===== config.mk =====
export PLATFORM = sky130hd
export DESIGN_NAME = fetch_flow_controller
export DESIGN_NICKNAME = d
export VERILOG_FILES = /design/src/rtl/fetch_ctrl_pkg.sv /design/src/rtl/redirect_select.sv /design/src/rtl/fetch_flow_controller.sv
export SDC_FILE = /design/constraint.sdc
export NUM_CORES = 1
export LEC_CHECK = 0
export CORE_MARGIN = 5
export CORE_UTILIZATION = 34
export CTS_CLUSTER_DIAMETER = 200
export CTS_CLUSTER_SIZE = 28
export DETAILED_ROUTE_END_ITERATION = 12
export PLACE_DENSITY = 0.77
export SLEW_MARGIN = 10
export SYNTH_ARGS = -nofsm -noshare
export SYNTH_HDL_FRONTEND = slang
export SYNTH_SLANG_ARGS = --single-unit
export TNS_END_PERCENT = 20

===== constraint.sdc =====
create_clock -name clk -period 1.7 [get_ports clk]
set_input_delay 0.17 -clock clk [delete_from_list [all_inputs] [get_ports clk]]
set_output_delay 0.17 -clock clk [all_outputs]
set_load 0.01 [all_outputs]

===== src/rtl/fetch_ctrl_pkg.sv =====
// rtl/fetch_ctrl_pkg.sv - shared types and defaults for the fetch flow controller
package fetch_ctrl_pkg;

  typedef enum logic [1:0] {
    ST_RUN    = 2'd0,
    ST_FLUSH  = 2'd1,
    ST_REFILL = 2'd2,
    ST_STALL  = 2'd3
  } fetch_ctrl_state_t;

  typedef enum logic [2:0] {
    SRC_NONE = 3'd0,
    SRC_EXT  = 3'd1,
    SRC_MP0  = 3'd2,
    SRC_MP1  = 3'd3,
    SRC_MP2  = 3'd4
  } redirect_src_t;

  localparam int DEFAULT_STALL_HI = 13;
  localparam int DEFAULT_STALL_LO = 9;

endpackage


===== src/rtl/redirect_select.sv =====
// rtl/redirect_select.sv - priority pick of redirect source and its target PC
module redirect_select
  import fetch_ctrl_pkg::*;
#(
  parameter int DATA_WIDTH = 32
) (
  input  logic                  ext_redirect_i,
  input  logic [DATA_WIDTH-1:0] ext_redirect_pc_i,
  input  logic [2:0]            mispredict_i,
  input  logic [DATA_WIDTH-1:0] mispredict_pc_0_i,
  input  logic [DATA_WIDTH-1:0] mispredict_pc_1_i,
  input  logic [DATA_WIDTH-1:0] mispredict_pc_2_i,
  output logic                  redirect_req_o,
  output logic [DATA_WIDTH-1:0] redirect_pc_o
);

  redirect_src_t src;

  // Traps beat mispredictions; among slots the oldest (bit 0) wins.
  always_comb begin
    src = SRC_NONE;
    if (ext_redirect_i)       src = SRC_EXT;
    else if (mispredict_i[0]) src = SRC_MP0;
    else if (mispredict_i[1]) src = SRC_MP1;
    else if (mispredict_i[2]) src = SRC_MP2;
  end

  always_comb begin
    redirect_pc_o = '0;
    case (src)
      SRC_EXT: redirect_pc_o = ext_redirect_pc_i;
      SRC_MP0: redirect_pc_o = mispredict_pc_0_i;
      SRC_MP1: redirect_pc_o = mispredict_pc_1_i;
      SRC_MP2: redirect_pc_o = mispredict_pc_2_i;
      default: redirect_pc_o = '0;
    endcase
  end

  assign redirect_req_o = (src != SRC_NONE);

endmodule


===== src/rtl/fetch_flow_controller.sv =====
// rtl/fetch_flow_controller.sv - redirect/flush sequencing and occupancy backpressure for 3-wide fetch
module fetch_flow_controller
  import fetch_ctrl_pkg::*;
#(
  parameter int DATA_WIDTH    = 32,
  parameter int BUFFER_DEPTH  = 16,
  parameter int STALL_HI      = DEFAULT_STALL_HI,
  parameter int STALL_LO      = DEFAULT_STALL_LO,
  parameter int REFILL_CYCLES = 1,
  parameter int CNT_WIDTH     = 16,
  localparam int OCC_W        = $clog2(BUFFER_DEPTH) + 1
) (
  input  logic                  clk,
  input  logic                  reset,
  input  logic                  ext_redirect_i,
  input  logic [DATA_WIDTH-1:0] ext_redirect_pc_i,
  input  logic [2:0]            mispredict_i,
  input  logic [DATA_WIDTH-1:0] mispredict_pc_0_i,
  input  logic [DATA_WIDTH-1:0] mispredict_pc_1_i,
  input  logic [DATA_WIDTH-1:0] mispredict_pc_2_i,
  input  logic [OCC_W-1:0]      occupancy_i,
  output logic                  flush_o,
  output logic [DATA_WIDTH-1:0] correct_pc_o,
  output logic                  buble_o,
  output logic [1:0]            state_o,
  output logic [CNT_WIDTH-1:0]  flush_count_o,
  output logic [CNT_WIDTH-1:0]  stall_count_o
);

  localparam int RC_W = (REFILL_CYCLES > 1) ? $clog2(REFILL_CYCLES) : 1;

  if (!(STALL_LO < STALL_HI && STALL_HI <= BUFFER_DEPTH && REFILL_CYCLES >= 1)) begin : g_bad_params
    $fatal(1, "fetch_flow_controller: illegal STALL_LO/STALL_HI/BUFFER_DEPTH/REFILL_CYCLES");
  end

  logic                  redirect_req;
  logic [DATA_WIDTH-1:0] redirect_pc;

  redirect_select #(
    .DATA_WIDTH(DATA_WIDTH)
  ) u_redirect_select (
    .ext_redirect_i    (ext_redirect_i),
    .ext_redirect_pc_i (ext_redirect_pc_i),
    .mispredict_i      (mispredict_i),
    .mispredict_pc_0_i (mispredict_pc_0_i),
    .mispredict_pc_1_i (mispredict_pc_1_i),
    .mispredict_pc_2_i (mispredict_pc_2_i),
    .redirect_req_o    (redirect_req),
    .redirect_pc_o     (redirect_pc)
  );

  fetch_ctrl_state_t state, next_state;
  logic [RC_W-1:0]   refill_cnt;
  logic              occ_high, occ_low;

  // Out-of-range occupancy compares above STALL_HI, so it stalls naturally.
  assign occ_high = (occupancy_i >= OCC_W'(STALL_HI));
  assign occ_low  = (occupancy_i <= OCC_W'(STALL_LO));

  always_comb begin
    next_state = state;
    if (redirect_req) begin
      next_state = ST_FLUSH;
    end else begin
      case (state)
        ST_RUN:    if (occ_high) next_state = ST_STALL;
        ST_FLUSH:  next_state = ST_REFILL;
        ST_REFILL: if (refill_cnt == '0) next_state = ST_RUN;
        ST_STALL:  if (occ_low) next_state = ST_RUN;
        default:   next_state = ST_RUN;
      endcase
    end
  end

  always_ff @(posedge clk or negedge reset) begin
    if (!reset) begin
      state        <= ST_RUN;
      flush_o      <= 1'b0;
      buble_o      <= 1'b0;
      correct_pc_o <= '0;
    end else begin
      state   <= next_state;
      flush_o <= (next_state == ST_FLUSH);
      buble_o <= (next_state == ST_STALL);
      if (redirect_req) correct_pc_o <= redirect_pc;
    end
  end

  always_ff @(posedge clk or negedge reset) begin
    if (!reset) begin
      refill_cnt <= '0;
    end else if (state == ST_FLUSH && next_state == ST_REFILL) begin
      refill_cnt <= RC_W'(REFILL_CYCLES - 1);
    end else if (state == ST_REFILL && refill_cnt != '0) begin
      refill_cnt <= refill_cnt - 1'b1;
    end
  end

  // Counters advance on the same edge that raises flush_o / buble_o.
  always_ff @(posedge clk or negedge reset) begin
    if (!reset) begin
      flush_count_o <= '0;
      stall_count_o <= '0;
    end else begin
      if (next_state == ST_FLUSH && flush_count_o != '1)
        flush_count_o <= flush_count_o + 1'b1;
      if (next_state == ST_STALL && stall_count_o != '1)
        stall_count_o <= stall_count_o + 1'b1;
    end
  end

  assign state_o = state;

endmodule

After elaboration in Yosys (flattened, before gate mapping)
Index checks and enable logic that the tools add are counted.
Operators by class
  add/subtract/negate cells: 3
  multiplexer cells: 12
  eq/ne operators: 12
  $lt $le $gt $ge: 2
  reduce and logical (&&, ||, !) cells: 7
Operator list (count)
  32-bit one-hot mux with 4 select lines: 1
  16-bit by 1-bit adder with 16-bit output (second input constant): 2
  16-bit != test (second input constant): 2
  3-bit two-way mux: 4
  2-bit == test (second input constant): 4
  2-bit two-way mux: 4
  2-bit one-hot mux with 4 select lines: 1
  3-bit by 2-bit == test with 1-bit output (second input constant): 2
  5-bit by 4-bit >= comparator with 1-bit output (second input constant): 1
  5-bit by 4-bit less-or-equal comparator with 1-bit output (second input constant): 1
  2-bit by 1-bit == test with 1-bit output (second input constant): 2
  1-bit logical AND: 4
  3-bit by 1-bit == test with 1-bit output (second input constant): 1
  3-bit == test (second input constant): 1
  3-bit nonzero test: 1
  2-bit zero test: 1
  1-bit two-way mux: 2
  2-bit nonzero test: 1
  1-bit subtractor (second input constant): 1
Storage, ports and cells
  output and inout bits: 68
  bits in registers: 69
  input port bits: 139

Depth between registers and ports, before layout
  depth in word-level cells: 9
  mapped depth: 7

Modules after synthesis
Synthesis repeated with hierarchy kept, for this count alone.
Second synthesis, totals
  cells, all modules: 382
  area total of the unflattened synthesis: 4086.4 um2
By module, submodules not included
  fetch_flow_controller: area each 2970.3 um2, seq. area each 1726.7 um2, instances 1, cells each 233
  redirect_select: area each 1116.1 um2, seq. area each 0.0 um2, instances 1, cells each 149

Least setup slack after synthesis
OpenSTA, ideal clock, no wires.
  path kind: register -> register
  from: register flush_count_o[0]
  to: register flush_count_o[15]
  buffers on the path: 0
  data required time: 1.575 ns
  path slack: -0.139 ns
  period minus slack after synthesis: 1.839 ns
  stages on the path, launching flop included: 7
  arrival time: 1.713 ns
  cell sequence: dfrtp_1 ha_1 nand4_1 nor4_1 nor4b_1 nand4_1 xnor2_1
Between the ends
  longest elaborated chain between the ends: 2
  elaborated cells between the ends (all ways): 3
Ends and longest elaborated chain
  from (decl): line fetch_flow_controller.sv:26  | output logic [CNT_WIDTH-1:0] flush_count_o,
  from (signal assigned): line fetch_flow_controller.sv:106  | flush_count_o <= flush_count_o + 1'b1;
  parallel branches: the longest is 2 deep, another holds 16-bit by 1-bit adder with 16-bit output
Several ways; the timed one is not identified.
A chain may end at the register's enable or synchronous reset.

Final worst setup path
  from: register flush_count_o[1]
  to: register flush_count_o[15]
Same word-level chain as after synthesis.

==> summary.md <==
| Metric | Value |
|---|---|
| Starting Density | `35.1%` |
| Drt drc | `0` |
| Status | `finished, violations left` |
| Layout Utilization | `between 60% and 70%` |
| Yosys cell types | `37` |
| WS Path Type | `flop to flop` |
| Initial antenna violation count | `0` |
| Sw Share | `between 20% and 30%` |
| Adder-cell share of the synthesized area | `less than 1%` |
| Initial drt markers | `approximately 190` |
| Shortest period the worst path allows | `approximately 1.8 ns` |
| Seq pwr share | `a little under two fifths` |
| Hold crit path type | `input port to asynchronous set/reset pin` |
| Remaining global-route overflow | `0` |
| Setup Viol. Count Final | `5` |
| IO Pins | `~210` |
| Arr. time, crit path | `~2.0 ns` |
| Worst skew pair latency | `between 0.3 and 0.4 ns` |
| Post-synthesis sequential area ratio | `between 40% and 50%` |
| F_max | `around 570 MHz` |
| Final instance area | `6320 µm²` |
| Tcrit/Tclk final | `104%` |
| Commonest non-fill, non-tap cell in the layout | `clkdlybuf4s50_1` |
| Die width | `approximately 110 µm` |
| Clock Path Buffers | `2` |
| Die area | `12300 µm²` |
| Instance area at placement | `~6000 µm²` |
| Layout cells sized above 1 | `13.7%` |
| Clock slew at reported path FFs | `roughly 0.08 ns` |
| Multiplexer share of the synthesized area | `less than 1%` |
| Row count | `36` |
| DP HPWL | `about 10000 µm` |
| Post-synthesis xor/xnor area fraction | `between 6 and 7%` |
| CTS H-Tree Depth | `3` |
| TritonCTS clock tree | `built` |
| Required time worst endpoint | `~1.9 ns` |
| Largest family of logic cells by synthesized area | `compound AO/OA/AOI/OAI gates` |
| Leakage | `~0.0026 µW` |
| Clock share of power | `about a third` |
| Simple logic cell fraction of the synthesized area | `between 10 and 15%` |
| RD Place Congestion | `about 0.87` |
| Area delta synth->final | `82.7%` |
| Max-cap viol count | `0` |
| Most common flop cell mapped by yosys | `dfrtp_1` |
| Unrepaired setup endpoints after global routing | `yes` |
| CP Launch Type | `flop` |
| Worst hold margin | `roughly 0.32 ns` |
| Syn Area/Cell | `between 10 and 15 µm²` |
| Synth Cell Area | `~3500 µm²` |
| Critical Path End Type | `flop` |
| Most frequent cells in the layout | `clkdlybuf4s50_1 (200), dfrtp_1 (69), nand2_1 (42), buf_4 (42), o21ai_0 (33)` |
| Failing checks | `setup timing` |
| Ys async rst share | `100%` |
| Cell count after synthesis | `~340` |
| Via density per instance | `between 5 and 6` |
| Layout Cells excl Fill | `between 700 and 800` |
| Total GRT Usage | `between 20 and 25%` |
| Placed insts | `between 600 and 700` |
| Relative slew margins | `63.7%` |
| PwrDens | `813 nW/µm²` |
| Post-synth EDFFs | `0` |
| First-pass GRT wire length | `between 20000 and 25000 µm` |
| Ys Warns | `0` |
| Num Clock Sinks | `69` |
| Core area | `~10000 µm²` |
| Comb pwr share | `a little under a third` |
| Total CTS buffers | `9` |
| ANT cells | `0` |
| Synth Register Bits | `69` |
| Nets@finish | `719` |
| Worst vdd ir | `617 µV` |
| Number of global-route vias before repair | `between 4000 and 5000` |
| Slew @ Worst Pin | `0.545 ns` |
| Slew Viols, Final | `0` |
| Worst R2R Path Depth | `7` |
| 1st-pass router iterations | `4` |
| Final setup TNS | `-0.197 ns` |
| Antenna Nets Post-Route | `0` |
| Crit-path max FO | `4` |
| Hold Vio Cnt, Final | `0` |
| CTS root buffer | `clkbuf_8` |
| Internal power | `around 3800 µW` |
| DR WL/cell | `17.4 µm` |
| Largest net degree at the start of global routing | `66` |
| Via count | `3738` |
| Die Ht | `~110 µm` |
| Switching power | `roughly 1400 µW` |
| Post-synthesis compound-gate area fraction | `between 20 and 25%` |
| Post-Route WL | `around 12000 µm` |
| Setup Skew | `slightly below 0.01 ns` |
| IO buf count | `about 210` |
| Final WS setup | `-0.0668 ns` |
| Syn_nets | `478` |
[layer usage]
layer | vias to the layer above | GRT usage [%] | wire length, µm
met5 | - | 0 | 0
met4 | 0 | 6.90 | 255
met3 | 17 | 6.17 | 1010
met2 | 186 | 33.7 | 6140
met1 | 1751 | 24.5 | 5030
li1 | 1784 | - | -
[cells by family after synthesis]
kind of cell | Yosys count
flip-flops | 69
AND/OR/NAND/NOR | 98
adder cells (fa/ha/maj) | 2
multiplexers | 3
buffers and inverters | 26
XOR/XNOR | 26
AO/OA/AOI/OAI | 113
[worst max-delay path, cell delays in order, from the launching register on]
cell and delay [ns]:
dfrtp_1 0.39, ha_2 0.20, nand4_1 0.16, nor4_4 0.08
buf_4 0.15, nor4b_4 0.36, nand4_1 0.16, xnor2_1 0.16
[cells in the mapped netlist (2+ instances only)]
library cell	count	area share, %
a22oi_1	32	6.9
nor4b_1	2	0.51
nor4_1	2	0.36
ha_1	2	0.72
nor2_1	7	0.76
inv_1	2	0.22
nor3_1	3	0.43
and2_1	2	0.36
a221o_1	32	9.3
nor2b_1	2	0.36
nand3_1	15	2.2
buf_1	2	0.22
xor2_1	3	0.76
nand4_1	13	2.4
o21ai_0	33	4.8
a31oi_1	5	0.90
o21a_1	2	0.43
mux2_1	2	0.65
and3_1	7	1.3
clkbuf_1	19	2.1
nand2_1	42	4.6
xnor2_1	23	5.8
dfrtp_1	69	50
a21oi_1	3	0.43
[state kept, by name, summed over array words and instances, names as in the netlist]
name and flops:
flush_count_o 16, stall_count_o 16, flush_o 1, correct_pc_o 32
refill_cnt 1, buble_o 1, state_o 2
[worst paths after layout]
path	from	to	slack, ns
worst max-delay path	flush_count_o[1]	flush_count_o[15]	-0.07
worst min-delay path	reset	flush_count_o[3]	0.32
worst max register to register	flush_count_o[1]	flush_count_o[15]	-0.07
worst min register to register	flush_count_o[10]	flush_count_o[10]	0.51
max in group asynchronous	reset	flush_count_o[11]	0.83
min in group clk	ext_redirect_i	flush_o	0.40
[area by class of cell]
type                            instances  area (µm²)
Fill cell                             768        3540
Timing Repair Buffer                  253        2460
Sequential cell                        69        1730
Multi-Input combinational cell        242        1720
Tap cell                              133         166
Clock buffer                            9         124
Clock inverter                          7         120
Inverter                                3        11.3
[stage by stage]
step                      setup WS (ns)  power (µW)
after floorplan                  -0.139        2460
after global placement           -0.469        3420
after detailed placement         -0.549        3480
after CTS                       -0.0585        5130
after global routing             -0.160        5430
final                           -0.0668        5140
[power groups by stage]
stage          logic, µW  clock network, µW  registers (µW)
2_1_floorplan        380                  0            2080
3_3_place_gp        1460                  0            1960
3_5_place_dp        1510                  0            1970
4_1_cts             1530               1660            1940
5_1_grt             1700               1760            1970
6_report            1570               1630            1940
[repair_timing]
action	in CTS	in global routing
setup endpoints to repair	38	29
buffers inserted	1	5
pin swaps	3	10
cloned	1	0
hold buffers	1	0
endpoints found under the hold margin	32	0
gates resized for setup	10	9
No activity file was read; power rests on OpenSTA's default activity.
